===== src/rtl/oric_tape_pkg.sv =====
// Shared types and helpers for the Oric cassette deck: state encodings,
// frame geometry, parity and the record-path gap limit.
package oric_tape_pkg;

   typedef enum logic [2:0] {
      StIdle,
      StFetch,
      StLatch,
      StShift,
      StEnd,
      StRec
   } deck_state_e;

   typedef enum logic {
      RxHunt,
      RxBits
   } rx_state_e;

   // Start bit + 8 data bits + parity bit, stop bits come on top.
   localparam int unsigned FRAME_HEAD_BITS = 10;
   localparam int unsigned GAP_HALVES      = 4;

   function automatic int unsigned frame_bits(input int unsigned stop_bits);
      return FRAME_HEAD_BITS + stop_bits;
   endfunction

   // Longest rising-edge-to-rising-edge period still treated as part of a byte.
   function automatic int unsigned gap_limit(input int unsigned half_long);
      return GAP_HALVES * half_long;
   endfunction

   // Parity bit that makes the ones count of data + parity odd.
   function automatic logic odd_parity(input logic [7:0] d);
      return ~^d;
   endfunction

endpackage


===== src/rtl/oric_tape_rx.sv =====
// Record-path front end: synchronises K7_TAPEOUT, measures rising-edge periods
// and deserialises LSB-first Oric frames into bytes with a parity verdict.
module oric_tape_rx
   import oric_tape_pkg::*;
#(
   parameter int unsigned HALF_SHORT = 1250,
   parameter int unsigned HALF_LONG  = 2500,
   parameter int unsigned CW         = 16
) (
   input  logic       clk,
   input  logic       reset,
   input  logic       en,
   input  logic       clear,
   input  logic       tape_in,
   output logic       byte_valid,
   output logic [7:0] data_byte,
   output logic       parity_err
);

   // period_q holds (edge-to-edge period - 1), so the limits are shifted by one.
   localparam logic [CW-1:0] ONE_LIMIT = CW'(HALF_SHORT + HALF_LONG - 1);
   localparam logic [CW-1:0] GAP_LIMIT = CW'(gap_limit(HALF_LONG));

   logic          sync1_q, sync2_q, prev_q;
   logic [CW-1:0] period_q;
   rx_state_e     state_q;
   logic [8:0]    shift_q;
   logic [3:0]    bit_cnt_q;
   logic          rise, gap, bit_val;
   logic [8:0]    shift_next;

   // Edges seen while paused are dropped, prev_q keeps tracking regardless.
   assign rise       = en & sync2_q & ~prev_q;
   assign gap        = (period_q >= GAP_LIMIT);
   assign bit_val    = (period_q < ONE_LIMIT);
   assign shift_next = {bit_val, shift_q[8:1]};

   always_ff @(posedge clk or posedge reset) begin
      if (reset) begin
         sync1_q    <= 1'b0;
         sync2_q    <= 1'b0;
         prev_q     <= 1'b0;
         period_q   <= '1;
         state_q    <= RxHunt;
         shift_q    <= '0;
         bit_cnt_q  <= '0;
         byte_valid <= 1'b0;
         data_byte  <= '0;
         parity_err <= 1'b0;
      end else begin
         sync1_q    <= tape_in;
         sync2_q    <= sync1_q;
         prev_q     <= sync2_q;
         byte_valid <= 1'b0;
         if (clear) begin
            period_q  <= '1;
            state_q   <= RxHunt;
            bit_cnt_q <= '0;
         end else if (rise) begin
            period_q <= '0;
            if (gap) begin
               state_q   <= RxHunt;
               bit_cnt_q <= '0;
            end else begin
               unique case (state_q)
                  RxHunt: begin
                     if (!bit_val) begin
                        state_q   <= RxBits;
                        bit_cnt_q <= '0;
                     end
                  end
                  RxBits: begin
                     shift_q <= shift_next;
                     if (bit_cnt_q == 4'd8) begin
                        byte_valid <= 1'b1;
                        data_byte  <= shift_next[7:0];
                        parity_err <= ~^shift_next;
                        state_q    <= RxHunt;
                     end else begin
                        bit_cnt_q <= bit_cnt_q + 4'd1;
                     end
                  end
                  default: state_q <= RxHunt;
               endcase
            end
         end else if (en && (period_q != '1)) begin
            period_q <= period_q + CW'(1);
         end
      end
   end

endmodule


===== src/rtl/oric_tape_deck.sv =====
// Oric cassette deck: plays a TAP image from byte RAM as a K7_TAPEIN waveform and,
// when built with TAPE_RECORD_EN, records K7_TAPEOUT back into the same RAM.
module oric_tape_deck
   import oric_tape_pkg::*;
#(
   parameter int unsigned AW         = 16,
   parameter int unsigned HALF_SHORT = 1250,
   parameter int unsigned HALF_LONG  = 2500,
   parameter int unsigned STOP_BITS  = 4,
   parameter int unsigned CW         = 16
) (
   input  logic          clk,
   input  logic          reset,
   input  logic          en,
   input  logic          rewind,
   input  logic          mode_rec,
   input  logic [AW-1:0] tape_end,
   output logic [AW-1:0] mem_addr,
   input  logic [7:0]    mem_q,
   output logic          mem_we,
   output logic [7:0]    mem_d,
   input  logic          tape_in,
   output logic          data,
   output logic          playing,
   output logic          at_end,
   output logic [AW:0]   rec_len,
   output logic          rec_err
);

   localparam int unsigned   FRAME_BITS = frame_bits(STOP_BITS);
   localparam int unsigned   BW         = $clog2(FRAME_BITS);
   localparam logic [CW-1:0] SHORT_M1   = CW'(HALF_SHORT - 1);
   localparam logic [CW-1:0] LONG_M1    = CW'(HALF_LONG - 1);

   deck_state_e           state_q;
   logic [AW-1:0]         addr_q;
   logic [FRAME_BITS-1:0] frame_q;
   logic [BW-1:0]         bit_cnt_q;
   logic [CW-1:0]         half_cnt_q;
   logic                  data_q, playing_q, at_end_q;

   function automatic logic [CW-1:0] half_len(input logic b);
      return b ? SHORT_M1 : LONG_M1;
   endfunction

`ifdef TAPE_RECORD_EN
   logic          rec_active, rx_en, rx_valid, rx_perr, rec_write;
   logic [7:0]    rx_byte;
   logic          mem_we_q, rec_err_q;
   logic [7:0]    mem_d_q;
   logic [AW:0]   rec_len_q;

   assign rec_active = (state_q == StRec);
   assign rx_en      = en & rec_active;
   assign rec_write  = rec_active & rx_valid & ~rx_perr & ~rec_len_q[AW];

   oric_tape_rx #(
      .HALF_SHORT (HALF_SHORT),
      .HALF_LONG  (HALF_LONG),
      .CW         (CW)
   ) u_rx (
      .clk        (clk),
      .reset      (reset),
      .en         (rx_en),
      .clear      (rewind),
      .tape_in    (tape_in),
      .byte_valid (rx_valid),
      .data_byte  (rx_byte),
      .parity_err (rx_perr)
   );

   always_ff @(posedge clk or posedge reset) begin
      if (reset) begin
         mem_we_q  <= 1'b0;
         mem_d_q   <= '0;
         rec_len_q <= '0;
         rec_err_q <= 1'b0;
      end else begin
         mem_we_q <= 1'b0;
         if (rewind) begin
            rec_err_q <= 1'b0;
         end else if (rec_write) begin
            mem_we_q  <= 1'b1;
            mem_d_q   <= rx_byte;
            rec_len_q <= rec_len_q + (AW+1)'(1);
         end else if (rec_active && rx_valid && rx_perr && !rec_len_q[AW]) begin
            rec_err_q <= 1'b1;
         end
      end
   end

   assign mem_we  = mem_we_q;
   assign mem_d   = mem_d_q;
   assign rec_len = rec_len_q;
   assign rec_err = rec_err_q;
`else
   logic unused_tape_in;
   assign unused_tape_in = tape_in;
   assign mem_we         = 1'b0;
   assign mem_d          = '0;
   assign rec_len        = '0;
   assign rec_err        = 1'b0;
`endif

   always_ff @(posedge clk or posedge reset) begin
      if (reset) begin
         state_q    <= StIdle;
         addr_q     <= '0;
         frame_q    <= '0;
         bit_cnt_q  <= '0;
         half_cnt_q <= '0;
         data_q     <= 1'b0;
         playing_q  <= 1'b0;
         at_end_q   <= 1'b0;
      end else if (rewind) begin
         state_q   <= StIdle;
         addr_q    <= '0;
         data_q    <= 1'b0;
         playing_q <= 1'b0;
         at_end_q  <= 1'b0;
      end else begin
`ifdef TAPE_RECORD_EN
         // Write address is presented together with the mem_we pulse.
         if (rec_write) addr_q <= rec_len_q[AW-1:0];
         if (rec_active && rec_len_q[AW]) at_end_q <= 1'b1;
`endif
         if (en) begin
            unique case (state_q)
               StIdle: begin
                  if (!mode_rec && !at_end_q) begin
                     state_q   <= StFetch;
                     playing_q <= 1'b1;
                  end
`ifdef TAPE_RECORD_EN
                  else if (mode_rec) state_q <= StRec;
`endif
               end
               StFetch: state_q <= StLatch;
               StLatch: begin
                  frame_q    <= {{STOP_BITS{1'b1}}, odd_parity(mem_q), mem_q, 1'b0};
                  bit_cnt_q  <= BW'(FRAME_BITS - 1);
                  half_cnt_q <= LONG_M1;
                  data_q     <= 1'b1;
                  state_q    <= StShift;
               end
               StShift: begin
                  if (half_cnt_q != '0) begin
                     half_cnt_q <= half_cnt_q - CW'(1);
                  end else if (data_q) begin
                     data_q     <= 1'b0;
                     half_cnt_q <= half_len(frame_q[0]);
                  end else if (bit_cnt_q != '0) begin
                     frame_q    <= frame_q >> 1;
                     bit_cnt_q  <= bit_cnt_q - BW'(1);
                     data_q     <= 1'b1;
                     half_cnt_q <= half_len(frame_q[1]);
                  end else if (addr_q == tape_end) begin
                     state_q   <= StEnd;
                     at_end_q  <= 1'b1;
                     playing_q <= 1'b0;
                  end else begin
                     addr_q  <= addr_q + AW'(1);
                     state_q <= StFetch;
                  end
               end
               StEnd: ;
               StRec: ;
               default: state_q <= StIdle;
            endcase
         end
      end
   end

   assign mem_addr = addr_q;
   assign data     = data_q;
   assign playing  = playing_q;
   assign at_end   = at_end_q;

endmodule

===== config.mk =====
export PLATFORM = sky130hd
export DESIGN_NAME = oric_tape_deck
export DESIGN_NICKNAME = d
export VERILOG_FILES = /design/src/rtl/oric_tape_pkg.sv /design/src/rtl/oric_tape_rx.sv /design/src/rtl/oric_tape_deck.sv
export SDC_FILE = /design/constraint.sdc
export NUM_CORES = 1
export LEC_CHECK = 0
export BUFFER_PORTS_ARGS = -buffer_cell sky130_fd_sc_hd__buf_2
export CAP_MARGIN = 20
export CORE_MARGIN = 5
export CORE_UTILIZATION = 59
export CTS_CLUSTER_DIAMETER = 150
export DETAILED_ROUTE_END_ITERATION = 10
export PLACE_DENSITY = 0.85
export SLEW_MARGIN = 20
export SYNTH_ARGS = -nofsm -noshare
export SYNTH_HDL_FRONTEND = slang
export SYNTH_SLANG_ARGS = --single-unit

===== constraint.sdc =====
create_clock -name clk -period 7.3 [get_ports clk]
set_clock_uncertainty 0.1 [all_clocks]
set_input_delay 0 -clock clk [delete_from_list [all_inputs] [get_ports clk]]
set_output_delay 0 -clock clk [all_outputs]
set_load 0.01 [all_outputs]

==> out/summary.md, run 1 <==
The final-report hold violation count is 0, and the pin count of the biggest net entering global routing is 57. The total congestion overflow after global routing came out at 0. By count the netlist is led by dfrtp_1, nor2_1, nand2_1. The tools report the placed instance area as 3740 sq um. For this block, the routed nets add up to 7960 um of wire. The tools report the worst path arrival time as 3.19 ns.

Category of the worst setup path capture point: a flip-flop. The setup check on the worst reg-to-reg path leaves a slack of 4.23 ns. Setup repair after global routing left no endpoint under its margin. The repair_antennas step left the layout with diodes totalling 0. Peak fanout along the critical path: 17.

The core region is 5890 sq um. The routed layout has 3,140 vias. At the end of routability-driven placement, the weighted congestion stood at 0.819. At the later pin of the worst-skew pair, clock insertion delay measures 0.32 ns. The tool flagged a number of max-cap violations equal to 0. The violation count after the first detailed-routing iteration is 258. After synthesis, the cell types taking the most area are dfrtp_1, xnor2_1, buf_4. The root buffer cell chosen for the clock tree is clkbuf_8. The number of slew-limit violations in the final report was 0; the highest ir drop seen on vdd was 0.107 mV.

The area enclosed by the die boundary was 7700 sq um; the final total power was 0.727 mW. The run gives 67.7% as the utilization of the core after routing. Clock network fraction of design power: 31.1%.

The final net count is 482, and the leakage power total is 1.68 nW. dfrtp_1 takes more of the synthesized area than any other cell. In this run the core area contains 28 standard-cell rows. Net switching is 27.9% of the power.

The count of flip-flops with a built-in enable after synthesis works out to 0. The final worst-path cycle share was 42.1%; the floorplan die height was 87.7 um. The worst hold-check path type is in -> reg. The layout has 477 filler cells. The first detailed-routing pass ran for 5 iterations.

The synthesized area per cell was 8.85 sq um. The worst hold-check slack is 0.0736 ns. In the routed layout, each cell is associated on average with a via count of 5.98. Static timing analysis puts the maximum clock frequency at 325 MHz. I/O pin count: 76. The flow ran to the end, and the final reports show no timing, DRC or antenna violations. Global routing used 21.4% of the available tracks across all layers. Primary flip-flop cell chosen by synthesis mapping: dfrtp_1. From left edge to right edge, the die measures 87.7 um.

After detailed routing, the number of remaining DRC violations is 0. TritonCTS built the clock tree. The initial utilization of the core area, before any placement, comes to 60.6%. The tools report the sequential fraction of the synthesis area as 39.3%. For the maximum buffer depth of the clock tree, the log shows 2.

The number of sinks on the clock net was 56; the actual slew at the worst max-slew pin was 0.811 ns. The power density normalized to cell area was 182 nW/um^2. Dominant cell by count in the synthesized netlist: dfrtp_1. The setup path with the least slack is of type reg -> reg.

The post-CTS repair timing setup buffer count is 0. Internal power comes to 0.524 mW. The post-route netlist has 17.3% of its cells at a drive strength greater than 1. Clock period minus worst slack: 3.07 ns. The post-route setup TNS was 0 ns; the net switching power figure was 0.203 mW.

The post-detailed-route wirelength per cell came out at 15.2 um. In the synthesized netlist the async set-or-reset flop fraction comes to 100%. The via count of the first global-routing pass came out at 2,889.

The first global-routing pass estimated 13,300 um of wire. In this run the tool buffered the top-level ports with 47 buffer cells. The worst pin sits at a relative slew slack of 45.9%. The clock-pin slew reported for the worst setup and hold paths after clock tree synthesis came out at 0.10 ns.

The logs give 2 for the H-tree depth and 7.41 ns for the required time of the worst setup path. The share of total power dissipated in combinational logic is 16.5%. The Yosys step of the flow raised 0 warnings. In this run the cell area of the synthesized design comes to 3570 sq um. The worst setup path is launched from a flip-flop. The count of endpoints failing setup in the final report is 0, and the half-perimeter wire length after placement is 5540 um. The remaining number of nets flagged by the antenna check after routing is 0, and the count of cell types in the netlist is 52. Synthesis inferred 56 register bits.

Synthesis handed over a netlist of 403 instances. After routing the design area is 3990 sq um. Counting the buffers created by CTS gives 5. The share of synthesized area in the top cell type comes to 39.3%. The initial antenna violation count is 0.

The layout-stage area growth over the synthesis result was 11.8%. The share of total power dissipated in sequential elements is 52.4%.
==> path summary, 6_finish.rpt <==
path / from / endpoint / depth (start not counted)
worst max-delay path: half_cnt_q[4]$_DFFE_PP0P_ / mem_addr[13]$_DFFE_PP0P_ / 5
worst min-delay path: rewind / at_end$_DFFE_PP0P_ / 2
worst max register to register: half_cnt_q[4]$_DFFE_PP0P_ / mem_addr[13]$_DFFE_PP0P_ / 5
worst min register to register: frame_q[2]$_DFFE_PP0P_ / frame_q[2]$_DFFE_PP0P_ / 2
max in group asynchronous: reset / mem_addr[15]$_DFFE_PP0P_ / 4
min in group asynchronous: reset / frame_q[6]$_DFFE_PP0P_ / 4
==> critical path, stage by stage (launching register included) <==
cell and delay, ns:
dfrtp_1 0.46, nor4_1 0.52, and3_1 0.64, nand2_1 0.43
nor4_1 0.44, mux2_2 0.38
==> sequential cells by signal, indices dropped and copies added (netlist names) <==
signal and flops:
at_end 1, half_cnt_q 16, mem_addr 16, bit_cnt_q 4
data 1, frame_q 14, state_q 3, playing 1
==> cell usage in the layout, fill, tap and decap left out, types with 2 or more instances in the layout <==
cell and count:
dfrtp_1 56, buf_2 47, nor2_1 37, nand2_1 28, conb_1 27, xnor2_1 26
o21ai_0 25, a21oi_1 23, nand3_1 13, nand4_1 13, dlygate4sd3_1 12, or4_1 11
o31ai_1 11, or3_1 10, nor4_1 10, inv_1 10, mux2i_1 10, nor3_1 9
clkbuf_8 7, mux2_2 6, nand3b_1 4, o41ai_1 4, nor2b_1 4, or3b_2 3
ha_1 3, nor3b_1 2, a211oi_1 2, or2_2 2, a31oi_1 2, nor4b_1 2
o31a_1 2, o2bb2ai_1 2, xor2_1 2, nand2b_1 2, buf_4 2
==> routing by layer <==
layer / wire, um / track usage [%]
met1: 3370 / 28.8
met2: 3880 / 35.8
met3: 629 / 3.67
met4: 74 / 5.86
met5: 0 / 0
==> area by class of cell <==
type	instances	area, sq um	area share [%]
multi-input combinational	314	1950	49.0
sequential	56	1400	35.2
timing repair buffer	61	370	9.29
clock buffer	7	96.3	2.42
tap	75	93.8	2.35
inverter	11	41.3	1.04
clock inverter	1	30.0	0.754
==> power groups by stage <==
stage          Sequential (mW)  Clock, mW  Combinational [mW]
2_1_floorplan            0.376          0               0.102
3_3_place_gp             0.383          0               0.110
3_5_place_dp             0.386          0               0.116
4_1_cts                  0.380      0.226               0.121
5_1_grt                  0.388      0.238               0.138
6_report                 0.380      0.226               0.120
==> metrics by stage <==
stage | std cells | setup WS [ns]
after global routing | 525 | 3.96
after global placement | 505 | 4.25
after floorplan | 429 | 4.77
after CTS | 525 | 4.26
final | 525 | 4.23
after detailed placement | 505 | 4.33
==> cell families (layout without fill, tap and decap cells) <==
| kind of cell | Yosys count | count (layout) | share of synthesized area [%] |
|---|---|---|---|
| multiplexers | 16 | 16 | 4.70 |
| other | 1 | 27 | 0.105 |
| buffers and inverters | 59 | 80 | 9.19 |
| XOR/XNOR | 28 | 28 | 6.88 |
| flip-flops | 56 | 56 | 39.3 |
| adder cells (fa/ha/maj) | 3 | 3 | 1.05 |
| AND/OR/NAND/NOR | 160 | 160 | 25.0 |
| AO/OA/AOI/OAI | 80 | 80 | 13.8 |
==> repair_timing <==
item,4_1_cts,5_1_grt
hold buffers,12,0
gates resized for setup,0,0
hold endpoints to repair,67,0
Note: power is estimated with default switching activity, not from simulation.
==> inputs of run 2 (changes only) <==
Settings changed: ABC_AREA from default to 1, CORE_UTILIZATION 59 to 51, PLACE_DENSITY 0.85 to 0.77.
Clock period 7.3 ns to 2.7 ns, I/O delays scaled along.
==> run 2 against run 1 <==
  * Sequential share of layout area is 3.3 points lower
  * Synthesized area is 13% higher
  * Largest power group unchanged
  * Non-clock buffer count unchanged
  * First-iteration DRC count decreased by 22%
  * Power rose to 3.2 times the previous value
==> out/summary.md, run 2 <==
The run finished with clean final reports. The total number of vias was 3,737; the proportion of layout cells with a drive suffix above 1 was 13.2%. Yosys printed 0 warnings. TritonCTS built the clock tree. For the required time of the worst setup path, the log shows 2.85 ns. Count of endpoints failing setup in the final report: 0.

STA classifies the critical path startpoint as a flip-flop. The placeable core region was 7730 sq um; the I/O pin count was 76. The H-tree generated during clock tree synthesis spans 2 levels.

Layer with the highest usage: met2. The run gives 0 as the final-report hold violation count. Clock tree synthesis selected as its root buffer the cell clkbuf_8.

Of the total power, the share spent switching nets is 37.1%. The clock passes through at most 2 buffers. The clock insertion delay at the later pin of the skew report was 0.31 ns; the global-route wire length before repair was 15,600 um. Clock period minus worst slack: 2.11 ns. By area the synthesized netlist is led by dfrtp_1, nand2_1, nor2_1. Before antenna repair, the detailed router went through 5 iterations. For this run, the post-layout net count is 684. The worst hold-check slack was 0.0850 ns. The critical path start-end classification was reg -> reg.

The x dimension of the die is 98.9 um, and the power density normalized to cell area is 536 nW/um^2. dfrtp_1 takes more of the synthesized area than any other cell. The worst-case IR drop observed on VDD is 0.403 mV. The count of unresolved DRC violations after routing was 0; the number of cells traversed by the worst register-to-register path was 10. In this run the static leakage power is 2.40 nW.

Per report_power, the sequential group accounts for 50.1% of the total. For the half-perimeter wire length after placement, the log shows 6410 um. The peak fanout along the critical path is 17.

The tools report the initial antenna violation count as 0. Leaving out fill and tap cells, the most frequent cells in the layout are nand2_1, nor2_1, inv_1, dfrtp_1, buf_2. By instance count, the leading cell after synthesis is nand2_1. The synthesized netlist contains 39 unique library cells. Of the synthesized area, sequential elements account for 34.8%. In this run the vertical extent of the chip is 98.9 um. The run gives 600 as the synthesized instance count.

Dividing the detail-routed wire length by the instance count gives 11.6 um. The tools report the post-synth design cell area as 4030 sq um. Setup slack on the worst reg-to-reg path comes out at 0.59 ns. The tools report the total congestion overflow after global routing as 0. After layout, the worst path uses 78.2% of the clock period. STA classifies the critical path endpoint as a flip-flop. The top cell type by area accounts for 34.8% of the synthesized area. CTS saw 56 sinks. The floorplan step defined a die boundary enclosing 9780 sq um. The share of total power dissipated in the clock network is 20.0%. The pin count of the biggest net entering global routing was 57.

The worst hold path belongs to the class in -> reg. Dividing the synthesized area by the synthesized cell count gives 6.72 sq um. The layout-stage area growth over the synthesis result is 9.09%, and the via count of the first global-routing pass is 3,587. The worst pin sits at a relative slew slack of 52.8%. The met1 usage is 23.0%, and the count of fill cells added during filler insertion is 735.

In this run, CTS created clock tree buffers numbering 5. Cell internal power was estimated by the tool at 1.48 mW. Routability-driven placement finished with a final weighted congestion of 0.864.

For the pin with the worst max-slew slack, the measured transition is 0.708 ns. For met3 alone, demand over resource in global routing was 3.26%. The commonest cells after synthesis are nand2_1, nor2_1, inv_1. Global routing consumed, over all layers together, 18.6% of the routing resources. The analysis attributes to net switching a power of 0.874 mW. Data arrives at the worst endpoint at 2.26 ns. The fraction of registers with async set or reset after synthesis works out to 100%. Row count: 32. The launch point of the worst hold path was rewind. The detail-routed via count per cell came out at 4.96. The primary flip-flop cell chosen by synthesis mapping was dfrtp_1.

The number of antenna diodes in the final layout is 0. For this run, global-route usage on met2 was measured as 33.6%. Setup repair after global routing left no endpoint under its margin. The count of flip-flops with a built-in enable after synthesis works out to 0. Number of slew-limit violations in the final report: 0. In this run the critical register-to-register path is launched from bit_cnt_q[0]$_DFFE_PP0P_.

The worst hold path endpoint is mem_addr[0]$_DFFE_PP0P_. Once detail routing completed, the nets flagged for antenna violations numbered 0. The number of port buffers came out at 47.

Counting instances, the worst hold path has a depth of 4. For the violation count after the first detailed-routing iteration, the log shows 201. Timing would allow up to 474 MHz. The final layout contains routed wiring with a total length of 8760 um.

Max-cap violations in this run came to 0. For the final total power, the log shows 2.36 mW. The library cell used most frequently in the layout, excluding fill and tap cells, is nand2_1. The tools report the combinational power share as 29.8%. Post-CTS repair timing setup buffer count: 0. The endpoint identified for the worst register-to-register timing path is mem_addr[13]$_DFFE_PP0P_. After clock tree synthesis, the clock-pin slew on the worst setup and hold paths is 0.10 ns. The run gives 52.2% as the initial cell density of the core. The flop and latch count out of synthesis was 56; the post-route setup TNS was 0 ns.
## run 2: cell count changes after synthesis, sizes merged, moves of 12 or more
| cell | before | now |
|---|---|---|
| xnor2 | 26 | 6 |
| nor2 | 37 | 84 |
| nand3 | 14 | 48 |
| or4 | 12 | 0 |
| inv | 11 | 67 |
| a21oi | 24 | 6 |
| nand2 | 28 | 211 |
| nor4 | 12 | 0 |
| xor2 | 2 | 18 |
## run 2: metrics by stage
step	util (%)	instance area [sq um]	instances	setup slack [ns]
4_1_cts	56.9	4400	754	0.594
6_report	56.9	4400	754	0.589
2_1_floorplan	-	4130	626	0.902
3_5_place_dp	54.4	4210	736	0.635
3_3_place_gp	54.4	4210	736	0.687
5_1_grt	56.9	4400	754	0.368
## run 2: repair_timing
action	CTS	global route
hold buffers	10	0
endpoints found under the hold margin	65	0
resized for setup	0	0
## run 2: layout make-up
cell class	instances	area, sq um	area share, %
clock buffer	5	68.8	1.56
sequential	56	1400	31.9
tap	102	128	2.90
clock inverter	3	23.8	0.541
multi-input combinational	458	2150	48.9
inverter	69	262	5.95
timing repair buffer	61	365	8.31
## run 2: layer usage
| metal | vias to the layer above | wire length [um] |
|---|---|---|
| li1 | 1907 | - |
| met1 | 1743 | 3880 |
| met2 | 82 | 4340 |
| met3 | 5 | 466 |
| met4 | 0 | 71 |
| met5 | - | 0 |
## run 2: kinds of logic (layout without fill, tap and decap cells)
family                   Yosys count  count (layout)  share of synthesized area [%]
AND/OR/NAND/NOR                  360             360                           38.3
buffers and inverters            112             138                           14.3
flip-flops                        56              56                           34.8
AO/OA/AOI/OAI                     44              44                           6.36
XOR/XNOR                          24              24                           5.21
adder cells (fa/ha/maj)            3               3                          0.931
other                              1              27                         0.0930
## run 2: worst max-delay path, stage by stage (launching register included)
cell     delay (ns)
dfrtp_1        0.37
inv_1          0.12
ha_1           0.21
nand3_1        0.20
nor2_1         0.18
nand3_2        0.12
nor2_4         0.13
nand3_4        0.22
nand2_4        0.25
nand2_1        0.09
nand2_1        0.06
## run 2: worst max-delay path by stage
stage	start	cells after the start	slack [ns]	endpoint
CTS	bit_cnt_q[0]$_DFFE_PP0P_	10	0.59	mem_addr[12]$_DFFE_PP0P_
global route	bit_cnt_q[0]$_DFFE_PP0P_	10	0.37	mem_addr[10]$_DFFE_PP0P_
floorplan	bit_cnt_q[0]$_DFFE_PP0P_	10	0.90	mem_addr[2]$_DFFE_PP0P_
global placement	bit_cnt_q[0]$_DFFE_PP0P_	10	0.69	mem_addr[1]$_DFFE_PP0P_
finish	bit_cnt_q[0]$_DFFE_PP0P_	10	0.59	mem_addr[13]$_DFFE_PP0P_
detailed placement	bit_cnt_q[0]$_DFFE_PP0P_	10	0.64	mem_addr[15]$_DFFE_PP0P_
## run 2: power groups by stage
| stage | combinational [mW] | sequential, mW | clock, mW |
|---|---|---|---|
| after floorplan | 0.579 | 1.17 | 0 |
| after global placement | 0.664 | 1.19 | 0 |
| after detailed placement | 0.687 | 1.20 | 0 |
| after CTS | 0.704 | 1.18 | 0.493 |
| after global routing | 0.822 | 1.22 | 0.529 |
| final | 0.703 | 1.18 | 0.473 |
==> inputs of run 3 (changes only) <==
Settings changed: ABC_AREA 1 to 0, CORE_UTILIZATION 51 to 55, PLACE_DENSITY 0.77 to 0.8.
Clock period 2.7 ns to 2.05 ns, I/O delays scaled along.
==> run 3 against run 2 <==
  * The run now ends with negative setup slack left
  * Wire length is 36% higher
  * Worst setup slack worse by 0.93 ns
  * Via count is 1.2% higher
  * Sequential power is 16% higher
  * Fmax is 12% lower
  * Cell area is 17% higher
  * Register-to-register slack worse by 0.93 ns
  * Largest cell class unchanged
  * Final cell count is 19% lower
  * Combinational power is 16% higher
  * Highest routed layer unchanged
  * Non-clock buffer count is 86 higher
  * First-iteration DRC count is 94% higher
  * Worst hold slack better by 0.089 ns
==> out/summary.md, run 3 (synthesis results as in run 1) <==
For the number of buffers added by the clock tree synthesis step, the log shows 5. The filler cells instantiated in the layout total 341. At the pin with the least slew margin, the transition time is 0.633 ns.

Number of slew-limit violations in the final report: 0. The remaining max-slew budget at the tightest pin came out at 57.8%. In this run the worst setup path terminates at half_cnt_q[7]$_DFFE_PP0P_. Before antenna repair, the detailed router went through 5 iterations. Timing analysis after detailed placement gives a worst setup slack of -0.296 ns.

Overall routing resource usage: 25.4%. The proportion of layout cells with a drive suffix above 1 came out at 42.4%. For this block, the via count after detailed routing is 3,780.

The required time of the worst setup path is 2.16 ns, and the number of sinks on the clock net is 56. The wire-length estimate of the detail-placed layout is 6840 um. The least setup slack across all paths after layout was -0.338 ns; the detail-routed via count per cell was 6.17. STA classifies the critical path endpoint as a flip-flop. In this run the power density over the cells is 552 nW/um^2.

From left edge to right edge, the die measures 90.5 um. The tools report the remaining number of nets flagged by the antenna check after routing as 0. Subtracting the final worst setup slack from the clock period gives 2.39 ns. Setup violations remaining at the end of the flow were counted as 51.

The via count of the first global-routing pass came out at 3,538. The sort of element at the start of the critical path is a flip-flop. The min-delay analysis places its worst path in the category in -> async. In the layout the commonest cells are buf_4, dfrtp_1, buf_2, nor2_1, conb_1. 0 antenna diodes ended up in the layout.

For the worst setup path, the data arrival time is 2.50 ns. The final net count was 568; the post-detailed-route wirelength per cell was 19.4 um. In this run the critical register-to-register path is launched from bit_cnt_q[1]$_DFFE_PP0P_. The floorplan die height was 90.5 um; the initial antenna violation count was 0. The run gives 6310 sq um as the placeable core region. The maximum buffer depth of the clock tree came out at 2. The run gives 8190 sq um as the area enclosed by the die boundary. The first global-routing pass estimated 17,300 um of wire. Entering global routing, the biggest net connects 32 pins.

The number of cells traversed by the worst register-to-register path came out at 7. In this run the count of I/O pins placed on the die edge is 76. For the H-tree depth, the log shows 2.

The checks that failed: negative setup slack. Setup repair after global routing could not meet its margin everywhere. The count of unresolved DRC violations after routing was 0.

The logs give 29 for the row count and 0 for the final-report hold violation count. Port buffering added 47 buffers. The tools report the total area of multi-input combinational cells as 2380 sq um. The layout-stage area growth over the synthesis result came out at 44.9%.

Across the run, the number of max-cap violations was 0. The tools report the final weighted congestion of routability-driven global placement as 0.873. The analysis attributes to cell leakage a power of 2.19 nW.

For the placed instance area, the log shows 4410 sq um. VDD sags by at most 0.425 mV. Once layout is done, the placed cells without fillers occupy 5170 sq um. Setup slack on the worst flop-to-flop path: -0.34 ns.

In the finished design, the share of the clock period the worst path needs comes to 116%. After global routing the overflow that remains totals 0. Timing would allow up to 419 MHz. The first routing iteration left 390 violations.

After the flow finishes, the layout carries non-filler instances totaling 613. The tools report the initial cell density of the core as 56.5%. The critical path is of the reg -> reg type. TritonCTS built the clock tree.

The worst setup path startpoint was bit_cnt_q[1]$_DFFE_PP0P_. After detailed placement, the design holds a cell count of 575. Clock-pin slew reported for the worst setup and hold paths after clock tree synthesis: 0.12 ns. The worst register-to-register path ends at half_cnt_q[7]$_DFFE_PP0P_. The flow ran to the end, but the final reports show violations.

Summing all flip-flop and latch instances after layout gives 1400 sq um. Clock insertion delay at the later pin of the skew report: 0.34 ns. The clock root buffer master was clkbuf_8. Leaving out fill and tap cells, the most frequent cell in the layout is buf_4. The routed design has 11,900 um of wire. The peak fanout along the critical path is 4.
-- run 3: changes by cell type in the layout (fill, tap and decap cells not counted), sizes merged, moves of 10 or more --
cell   change
nand3     -34
a21oi     +18
xnor2     +20
nor4      +12
nor2      -47
mux2i     +10
xor2      -16
nand4     +10
or3       +10
or4       +12
inv       -55
nand2    -183
buf       +82
o31ai     +10
-- run 3: power by group --
group / switching (mW) / internal, mW / total, mW
Combinational: 0.402 / 0.410 / 0.812
Sequential: 0.128 / 1.24 / 1.37
Clock: 0.422 / 0.252 / 0.675
Total: 0.952 / 1.90 / 2.85
-- run 3: timing repair --
item                                    in CTS  in global routing
gates resized for setup                     29                 70
endpoints found under the hold margin       39                  0
hold buffers                                12                  0
pin swaps                                    7                 31
cloned                                       1                  3
setup buffers                                9                  6
endpoints found under the setup margin      54                 55
-- run 3: metal layers --
layer / vias up / part of all wire, % / global-route usage, %
met2: 258 / 50 / 43.2
met1: 1795 / 38 / 33.2
li1: 1673 / - / -
met3: 54 / 9.0 / 3.58
met4: 0 / 3.6 / 8.31
met5: - / 0 / 0
-- run 3: worst min-delay path by stage --
stage / from / endpoint / cells past startpoint
after floorplan: mem_q[1] / frame_q[2]$_DFFE_PP0P_ / 2
after global placement: reset / frame_q[10]$_DFFE_PP0P_ / 2
after detailed placement: reset / frame_q[9]$_DFFE_PP0P_ / 2
after CTS: reset / frame_q[9]$_DFFE_PP0P_ / 3
after global routing: reset / frame_q[12]$_DFFE_PP0P_ / 3
final: reset / frame_q[12]$_DFFE_PP0P_ / 3
-- run 3: cell type report --
| class | count | share of cell area [%] |
|---|---|---|
| multi-input cells | 314 | 46.1 |
| clock inverters | 3 | 0.533 |
| flip-flops and latches | 56 | 27.1 |
| repair buffers | 147 | 22.3 |
| well taps | 77 | 1.86 |
| inverters | 11 | 0.799 |
| clock buffers | 5 | 1.33 |
-- run 3: per-stage QoR --
stage | hold WS, ns | power [mW] | util (%) | TNS (ns)
after floorplan | 0.0962 | 1.75 | - | -3.32
after global placement | 0.00303 | 1.94 | 69.9 | -5.42
after detailed placement | 0.0141 | 1.97 | 69.9 | -7.35
after CTS | 0.204 | 2.68 | 76.5 | -5.87
after global routing | 0.235 | 2.99 | 81.8 | -12.15
final | 0.174 | 2.85 | 81.8 | -7.88
-- run 3: critical path, cell delays in order, from the launching register on --
cell	delay (ns)
dfrtp_1	0.41
inv_2	0.08
ha_4	0.13
or4b_4	0.51
or4_4	0.47
o21ai_4	0.19
nor4_1	0.08
or3_1	0.31
